[config.mk]
export PLATFORM = sky130hd
export DESIGN_NAME = instr_mem_loader
export DESIGN_NICKNAME = d
export VERILOG_FILES = /design/src/rtl/loader_pkg.sv /design/src/rtl/word_packer.sv /design/src/rtl/instr_mem_loader.sv
export SDC_FILE = /design/constraint.sdc
export NUM_CORES = 1
export LEC_CHECK = 0
export ABC_AREA = 1
export BUFFER_PORTS_ARGS = -buffer_cell sky130_fd_sc_hd__buf_2
export CAP_MARGIN = 15
export CORE_AREA = 4 4 104 106
export DETAILED_ROUTE_END_ITERATION = 6
export DIE_AREA = 0 0 108 110
export PLACE_DENSITY = 0.75
export SYNTH_ARGS = -nofsm -noshare
export SYNTH_HDL_FRONTEND = slang
export SYNTH_HIERARCHICAL = 1
export SYNTH_SLANG_ARGS = --single-unit
[constraint.sdc]
create_clock -name clk -period 5.1 [get_ports clk]
set_input_delay 0.255 -clock clk [delete_from_list [all_inputs] [get_ports clk]]
set_output_delay 0.255 -clock clk [all_outputs]
set_load 0.01 [all_outputs]
[src/rtl/loader_pkg.sv]
// Shared types and defaults for the instruction-memory loader: FSM state encoding
// and the default word geometry.
package loader_pkg;

  localparam int DATA_W_DEF     = 32;
  localparam int DEPTH_DEF      = 1024;
  localparam int BYTES_PER_WORD = DATA_W_DEF / 8;

  typedef enum logic [2:0] {
    IDLE,
    HDR_HI,
    HDR_LO,
    DATA,
    WRITE,
    CHK,
    DONE,
    ERR
  } state_t;

endpackage

[src/rtl/word_packer.sv]
// Assembles MSB-first stream bytes into one instruction word; word is combinational
// so the top can capture the completed word on the same edge as the last byte.
module word_packer #(
  parameter int DATA_W = loader_pkg::DATA_W_DEF
) (
  input  logic              clk,
  input  logic              rst_n,
  input  logic [7:0]        byte_in,
  input  logic              strobe,
  input  logic              clear,
  output logic [DATA_W-1:0] word,
  output logic              word_full
);

  localparam int BPW   = DATA_W / 8;
  localparam int CNT_W = $clog2(BPW + 1);

  logic [DATA_W-1:0] shift_q;
  logic [CNT_W-1:0]  cnt_q;

  assign word      = (shift_q << 8) | DATA_W'(byte_in);
  assign word_full = strobe && (cnt_q == CNT_W'(BPW - 1));

  always_ff @(posedge clk or negedge rst_n) begin
    if (!rst_n) begin
      shift_q <= '0;
      cnt_q   <= '0;
    end else if (clear) begin
      shift_q <= '0;
      cnt_q   <= '0;
    end else if (strobe) begin
      shift_q <= word;
      cnt_q   <= word_full ? '0 : cnt_q + CNT_W'(1);
    end
  end

endmodule

[src/rtl/instr_mem_loader.sv]
// Loads a length-prefixed, XOR-checksummed byte stream into instruction memory
// one word at a time, holding the CPU until the load finishes.
module instr_mem_loader
  import loader_pkg::*;
#(
  parameter int DATA_W = DATA_W_DEF,
  parameter int DEPTH  = DEPTH_DEF,
  parameter int ADDR_W = $clog2(DEPTH)
) (
  input  logic              clk,
  input  logic              rst_n,
  input  logic              start,
  input  logic [7:0]        byte_in,
  input  logic              byte_valid,
  output logic              byte_ready,
  output logic              wr_en,
  output logic [ADDR_W-1:0] wr_addr,
  output logic [DATA_W-1:0] wr_data,
  output logic              cpu_hold,
  output logic              done,
  output logic              error,
  output logic [ADDR_W:0]   words_written
);

  state_t            state_q, state_d;
  logic [7:0]        len_hi_q;
  logic [15:0]       len_q;
  logic [15:0]       len_next;
  logic [7:0]        chk_q;
  logic [ADDR_W:0]   ww_q;
  logic              done_q, error_q;
  logic [ADDR_W-1:0] wr_addr_q;
  logic [DATA_W-1:0] wr_data_q;
  logic              hs, restart, last_word, too_long;
  logic [DATA_W-1:0] packed_word;
  logic              word_full;

  assign hs        = byte_valid && byte_ready;
  assign restart   = start && (state_q == IDLE || state_q == DONE || state_q == ERR);
  assign len_next  = {len_hi_q, byte_in};
  assign too_long  = 32'(len_next) > 32'(DEPTH);
  assign last_word = (32'(ww_q) + 32'd1) == 32'(len_q);

  word_packer #(.DATA_W(DATA_W)) u_packer (
    .clk       (clk),
    .rst_n     (rst_n),
    .byte_in   (byte_in),
    .strobe    (hs && state_q == DATA),
    .clear     (restart),
    .word      (packed_word),
    .word_full (word_full)
  );

  always_ff @(posedge clk or negedge rst_n) begin
    if (!rst_n) state_q <= IDLE;
    else        state_q <= state_d;
  end

  always_comb begin
    state_d = state_q;
    case (state_q)
      IDLE, DONE, ERR: if (start) state_d = HDR_HI;
      HDR_HI:          if (hs) state_d = HDR_LO;
      HDR_LO: begin
        if (hs) begin
          if (len_next == 16'd0) state_d = CHK;
          else if (too_long)     state_d = ERR;
          else                   state_d = DATA;
        end
      end
      DATA:            if (hs && word_full) state_d = WRITE;
      WRITE:           state_d = last_word ? CHK : DATA;
      CHK:             if (hs) state_d = (byte_in == chk_q) ? DONE : ERR;
      default:         state_d = IDLE;
    endcase
  end

  always_comb begin
    byte_ready = 1'b0;
    wr_en      = 1'b0;
    cpu_hold   = 1'b0;
    case (state_q)
      HDR_HI, HDR_LO, DATA, CHK: begin
        byte_ready = 1'b1;
        cpu_hold   = 1'b1;
      end
      WRITE: begin
        wr_en    = 1'b1;
        cpu_hold = 1'b1;
      end
      default: ;
    endcase
  end

  // The completed word and its address are latched when the last byte arrives,
  // so wr_addr/wr_data are stable through the WRITE cycle and hold afterwards.
  always_ff @(posedge clk or negedge rst_n) begin
    if (!rst_n) begin
      len_hi_q  <= '0;
      len_q     <= '0;
      chk_q     <= '0;
      ww_q      <= '0;
      done_q    <= 1'b0;
      error_q   <= 1'b0;
      wr_addr_q <= '0;
      wr_data_q <= '0;
    end else begin
      case (state_q)
        IDLE, DONE, ERR: begin
          if (restart) begin
            done_q  <= 1'b0;
            error_q <= 1'b0;
            ww_q    <= '0;
            chk_q   <= '0;
          end
        end
        HDR_HI: if (hs) len_hi_q <= byte_in;
        HDR_LO: begin
          if (hs) begin
            len_q <= len_next;
            if (len_next != 16'd0 && too_long) error_q <= 1'b1;
          end
        end
        DATA: begin
          if (hs) begin
            chk_q <= chk_q ^ byte_in;
            if (word_full) begin
              wr_addr_q <= ww_q[ADDR_W-1:0];
              wr_data_q <= packed_word;
            end
          end
        end
        WRITE: ww_q <= ww_q + 1'b1;
        CHK: begin
          if (hs) begin
            if (byte_in == chk_q) done_q  <= 1'b1;
            else                  error_q <= 1'b1;
          end
        end
        default: ;
      endcase
    end
  end

  assign done          = done_q;
  assign error         = error_q;
  assign words_written = ww_q;
  assign wr_addr       = wr_addr_q;
  assign wr_data       = wr_data_q;

endmodule

# Yosys cells after proc, flatten, opt, wreduce, memory -nomap -nowiden
# Cells that the tools add are included.
word_totals:
  ff_bits: 117
  latch_bits: 0
  ramBits: 0
  romBits: 0
  input_bits: 12
  out_inout_bits: 58
  wordCells: 96
  mem_count: 0
classes:
  n_addsub: 3
  mul: 0
  n_div: 0
  magnitude_cmp: 1
  eq_ne: 20
  shifts: 0
  n_mux: 32
  bitwise_logic: 2
  n_reduce_logical: 27
ops:
  columns: ["op", "n"]
  rows:
  - ["$mux 24", 2]
  - ["$mux 3", 11]
  - ["$or 32x8->32", 1]
  - ["$pmux 11 s2", 1]
  - ["$ne 2x2->1 const B", 9]
  - ["$pmux 3 s6", 1]
  - ["$eq 12x16->1", 1]
  - ["$gt 16x11->1 const B", 1]
  - ["$logic_not 16->1", 1]
  - ["$mux 8", 2]
  - ["$pmux 8 s2", 1]
  - ["$reduce_bool 16->1", 1]
  - ["$add 11x1->12 const B", 1]
  - ["$eq 3x3->1 const B", 4]
  - ["$add 11x1->11 const B", 1]
  - ["$mux 1", 11]
  - ["$mux 11", 1]
  - ["$eq 3x2->1 const B", 3]
  - ["$eq 8x8->1", 1]
  - ["$reduce_bool 2->1", 4]
  - ["$xor 8x8->8", 1]
  - ["$logic_and 1x1->1", 6]
  - ["$reduce_and 2->1", 3]
  - ["$reduce_and 3->1", 2]
  - ["14 further kinds", 15]

# Depth between registers and ports, before layout
logic_depth:
  ltp_word: 9
  depth_mapped: 15
  ltp_nobuf: 14

# Modules after synthesis
# The synthesis kept the hierarchy.
by_module_without_submodules:
  columns: ["mod", "n_inst", "cells_per_inst", "area_each_um2", "seq_area_each_um2"]
  rows:
  - ["instr_mem_loader", 1, 450, 4169.0, 2252.2]
  - ["word_packer", 1, 130, 1181.1, 675.6]

# Worst setup path before layout
# OpenSTA, ideal clock, no wires.
synth_timing:
  path_kind: "register -> register"
  from: "reg state_q[2]"
  to: "reg wr_data_q[10], in the netlist wr_data[10]"
  setup_ps: 125
  arrival_time_ps: 1898
  required_ps: 4975
  setup_slack_ps: 3078
  path_stages_with_launch: 14
  n_path_buf: 2
  period_less_slack_ps: 2022
  path_cell_list: "dfrtp_1 > inv_2 > nand2_1 > nor2_2 > inv_2 > nor2_2 > buf_6 > nand2_1 > nor2_1 > nand2_1 > inv_1 > nand2_2 > buf_4 > mux2_2"
synth_between:
  elab_chain_len: 7
  word_cells_on_any_way: 10
  cone_classes: "eq/ne (4); mux (1); reduce/logical (5)"
synth_rtl:
  columns: ["item", "line_no", "text"]
  rows:
  - ["from (decl)", "instr_mem_loader.sv:25", "state_t state_q, state_d;"]
  - ["from (signal assigned)", "instr_mem_loader.sv:56", "else state_q <= state_d;"]
  - ["$eq 3x2->1 (tied with other cells)", "instr_mem_loader.sv:48, instr_mem_loader.sv:82", null]
  - ["$reduce_or 4->1", "instr_mem_loader.sv:82", "case (state_q)"]
  - ["$mux 1", "instr_mem_loader.sv:82", null]
  - ["$logic_and 1x1->1", "instr_mem_loader.sv:38", "assign hs = byte_valid && byte_ready;"]
  - ["$logic_and 1x1->1 (*)", "instr_mem_loader.sv:48", ".strobe (hs && state_q == DATA),"]
  - ["$logic_and 1x1->1 (*)", "word_packer.sv:22", "assign word_full = strobe && (cnt_q == CNT_W'(BPW - 1));"]
  - ["via word_full", "instr_mem_loader.sv:36", "logic word_full;"]
  - ["$reduce_and 3->1 (no line) (*)", null, null]
  - ["to (signal assigned)", "instr_mem_loader.sv:129", "wr_data_q <= packed_word;"]
  - ["to (decl)", "instr_mem_loader.sv:33", "logic [DATA_W-1:0] wr_data_q;"]
# Mark *: on every way through the listed nets, which the timed path passes. The rest lies on a longest branch.
# A chain may end at the register's enable or synchronous reset.

# Worst setup path after layout
layout_timing:
  from: "reg state_q[2]"
  to: "reg wr_data_q[21], in the netlist wr_data[21]"
# The elaborated chain is that of the path after synthesis.

==> results.cfg <==
[floorplanning]
coreArea_mm2 = 0.00977
initial_core_util = 0.547
die_area_mm2 = 0.0119
die_width_um = 108
io_pins = 70
rows = 36
die_h_um = 110

[grt]
met3_usage = 0.0606
met1_usage = 0.306
grt_pass1_wl_mm = 19.9
gr-total-overflow = 0
grt_max_degree = 73
grt_pass1_vias = 3989
grtUsageMet2 = 0.325
grt_util_all_layers = 0.217
busiest_layer = met2
antenna_found_initial = 0

[clock_network]
clkSinkCount = 117
cts_tree = built
numCtsBuffers = 17
root_buffer = clkbuf_8
clk_pin_slew_ns = 0.06
post_cts_buffers = 0
cts_resized = 0
clock_latency_ns = 0.52
hold_buffers = 1
cts_max_level = 4
clk_path_buf_depth = 2

[synth]
netlist.area_leader.share = 0.547
synth_area_leaders = dfrtp_1 (55%), nand2_1 (12%), mux2_2 (6.7%)
synth.most_common_cell = nand2_1
yosysSeqAreaShare = 0.547
yosysWarnings = 6
yosys_most_used_dff = dfrtp_1
synth_edf_count = 0
avgSynthCellArea_um2 = 9.22
async_flop_share = 1.00
synthDistinctLibCells = 30
synth_top_area_cell = dfrtp_1
syn_nets = 594
synth_common_cells = nand2_1 (168), dfrtp_1 (117), nand3_1 (52)
synth_area_mm2 = 0.00535
syn_inst = 580
ys_seq_elements = 117

[finish]
syn_to_final_growth_pct = 16.6
post-route-util = 0.638
final_nets = 658
seq_area_mm2 = 0.00293
multi_input_area_mm2 = 0.00203
num-fill-cells = 795
drive_above_1_share = 0.233
diodes = 0

[critical_path]
crit_required_ns = 5.50
path_buf_inv = 4
max_stage_delay_ns = 0.56
crit_family = simple AND/OR/NAND/NOR gates
crit_path_end_kind = register
crit_path_top_delay_cell = nand2_2
worstSetupStartpointType = register
arrival_ns = 3.41
cpMostUsedCell = nand2_1
worstSetupPathType = register to register
worstPathMaxFanout = 52
path_cells = inv_2, nand2_1, nor2_2, inv_2, nor2_2, buf_4, nand2_1, nor2_1, nand2_1, inv_1, nand2_2, mux2_2

[sta]
maxSlewHeadroom = 0.308
rsz0062_at_grt = false
fin_crit_sh = 0.590
timing.final.crit_period_ns = 3.01
finalClockSkew_ns = 0.00699
tns_ns = 0
final_hold_viol_count = 0
slew_viol_final = 0
worstMarginPinSlew_ns = 1.03
fmax_ghz = 0.332
setup_viol = 0

[drt]
drtIter0Drc = 322
drt-total-wl_mm = 11.7
vias = 4169
drt_first_pass_iters = 5
viasPerCell = 5.28
antenna_left = 0
wl_per_cell_um = 14.8
route.detailed.drc = 0

[power_and_ir_drop]
vdd_drop_max_mv = 0.269
power_density_mw_per_mm2 = 510
leakage_nw = 3.31

[place]
hpwlAfterDp_mm = 8.04
io_buffers = 69
globalplace.congestion = 0.921

[run_status]
status = completed

[flow_run]
maxCapViolations = 0

[min_path]
hold_class = input port to register
[registers in the layout (all words and copies together), names as in the netlist]
register	flops
chk_q	8
done	1
error	1
len_hi_q	8
len_q	16
state_q	3
u_packer/cnt_q	3
u_packer/shift_q	24
words_written	11
wr_addr	10
wr_data	32
[layout make-up]
type	instances	share of cell area
well taps	133	0.0267
clock inverters	14	0.0209
multi-input cells	384	0.325
inverters	52	0.0313
flip-flops and latches	117	0.469
clock buffers	18	0.0670
repair buffers	72	0.0598
[report_power, final]
part | switching (mW) | internal [mW]
combinational | 0.523 | 0.258
sequential | 0.179 | 1.14
clock | 0.435 | 0.648
[placed cells by master (no fill, tap or decap), drive strengths merged]
cell type and count:
nand2 170, inv 53, o22ai 8, nor3 5
o21ai 39, bufinv 1, dlygate4sd3 1, xnor2 8
clkinv 10, o31ai 8, clkbuf 18, ha 2
nand4 6, clkinvlp 2, mux2 32, dfrtp 117
nand3 53, o2111ai 1, nor4 1, a21oi 10
buf 71, nand3b 6, nor2 35
[metrics by stage]
step / area (um2) / std cells / power, mW / setup slack (ns) / hold slack [ns]
6_report: 6240 / 790 / 3.18 / 2.09 / 0.0505
5_1_grt: 6240 / 790 / 3.39 / 1.76 / 0.0445
4_1_cts: 6240 / 790 / 3.19 / 2.08 / 0.0374
3_5_place_dp: 5680 / 757 / 2.10 / 2.10 / 0.426
3_3_place_gp: 5680 / 757 / 2.05 / 2.23 / 0.413
2_1_floorplan: 5350 / 580 / 1.90 / 3.08 / -0.0406
[routing by layer]
metal / vias to the layer above / wire [um]
met5: - / 0
met4: 0 / 176
met3: 18 / 876
met2: 129 / 5310
met1: 1999 / 5360
li1: 2023 / -
[logic make-up after synthesis]
| kind of cell | Yosys count | share of synthesized area |
|---|---|---|
| simple gates | 276 | 0.225 |
| flops | 117 | 0.547 |
| buf+inv | 79 | 0.0734 |
| compound gates | 66 | 0.0688 |
| mux | 32 | 0.0674 |
| xor+xnor | 8 | 0.0131 |
| fa+ha+maj | 2 | 0.00468 |
[path summary, 6_finish.rpt]
| path | startpoint | end | slack (ns) | cells past startpoint |
|---|---|---|---|---|
| max | state_q[2] | wr_data[21] | 2.09 | 12 |
| min | byte_in[1] | wr_data[1] | 0.05 | 2 |
| max reg2reg | state_q[2] | wr_data[21] | 2.09 | 12 |
| min reg2reg | wr_addr[5] | wr_addr[5] | 0.48 | 2 |
| max in group asynchronous | rst_n | wr_addr[7] | 3.59 | 3 |
| min in group asynchronous | rst_n | state_q[0] | 0.39 | 2 |
No activity file was read; power rests on OpenSTA's default activity.
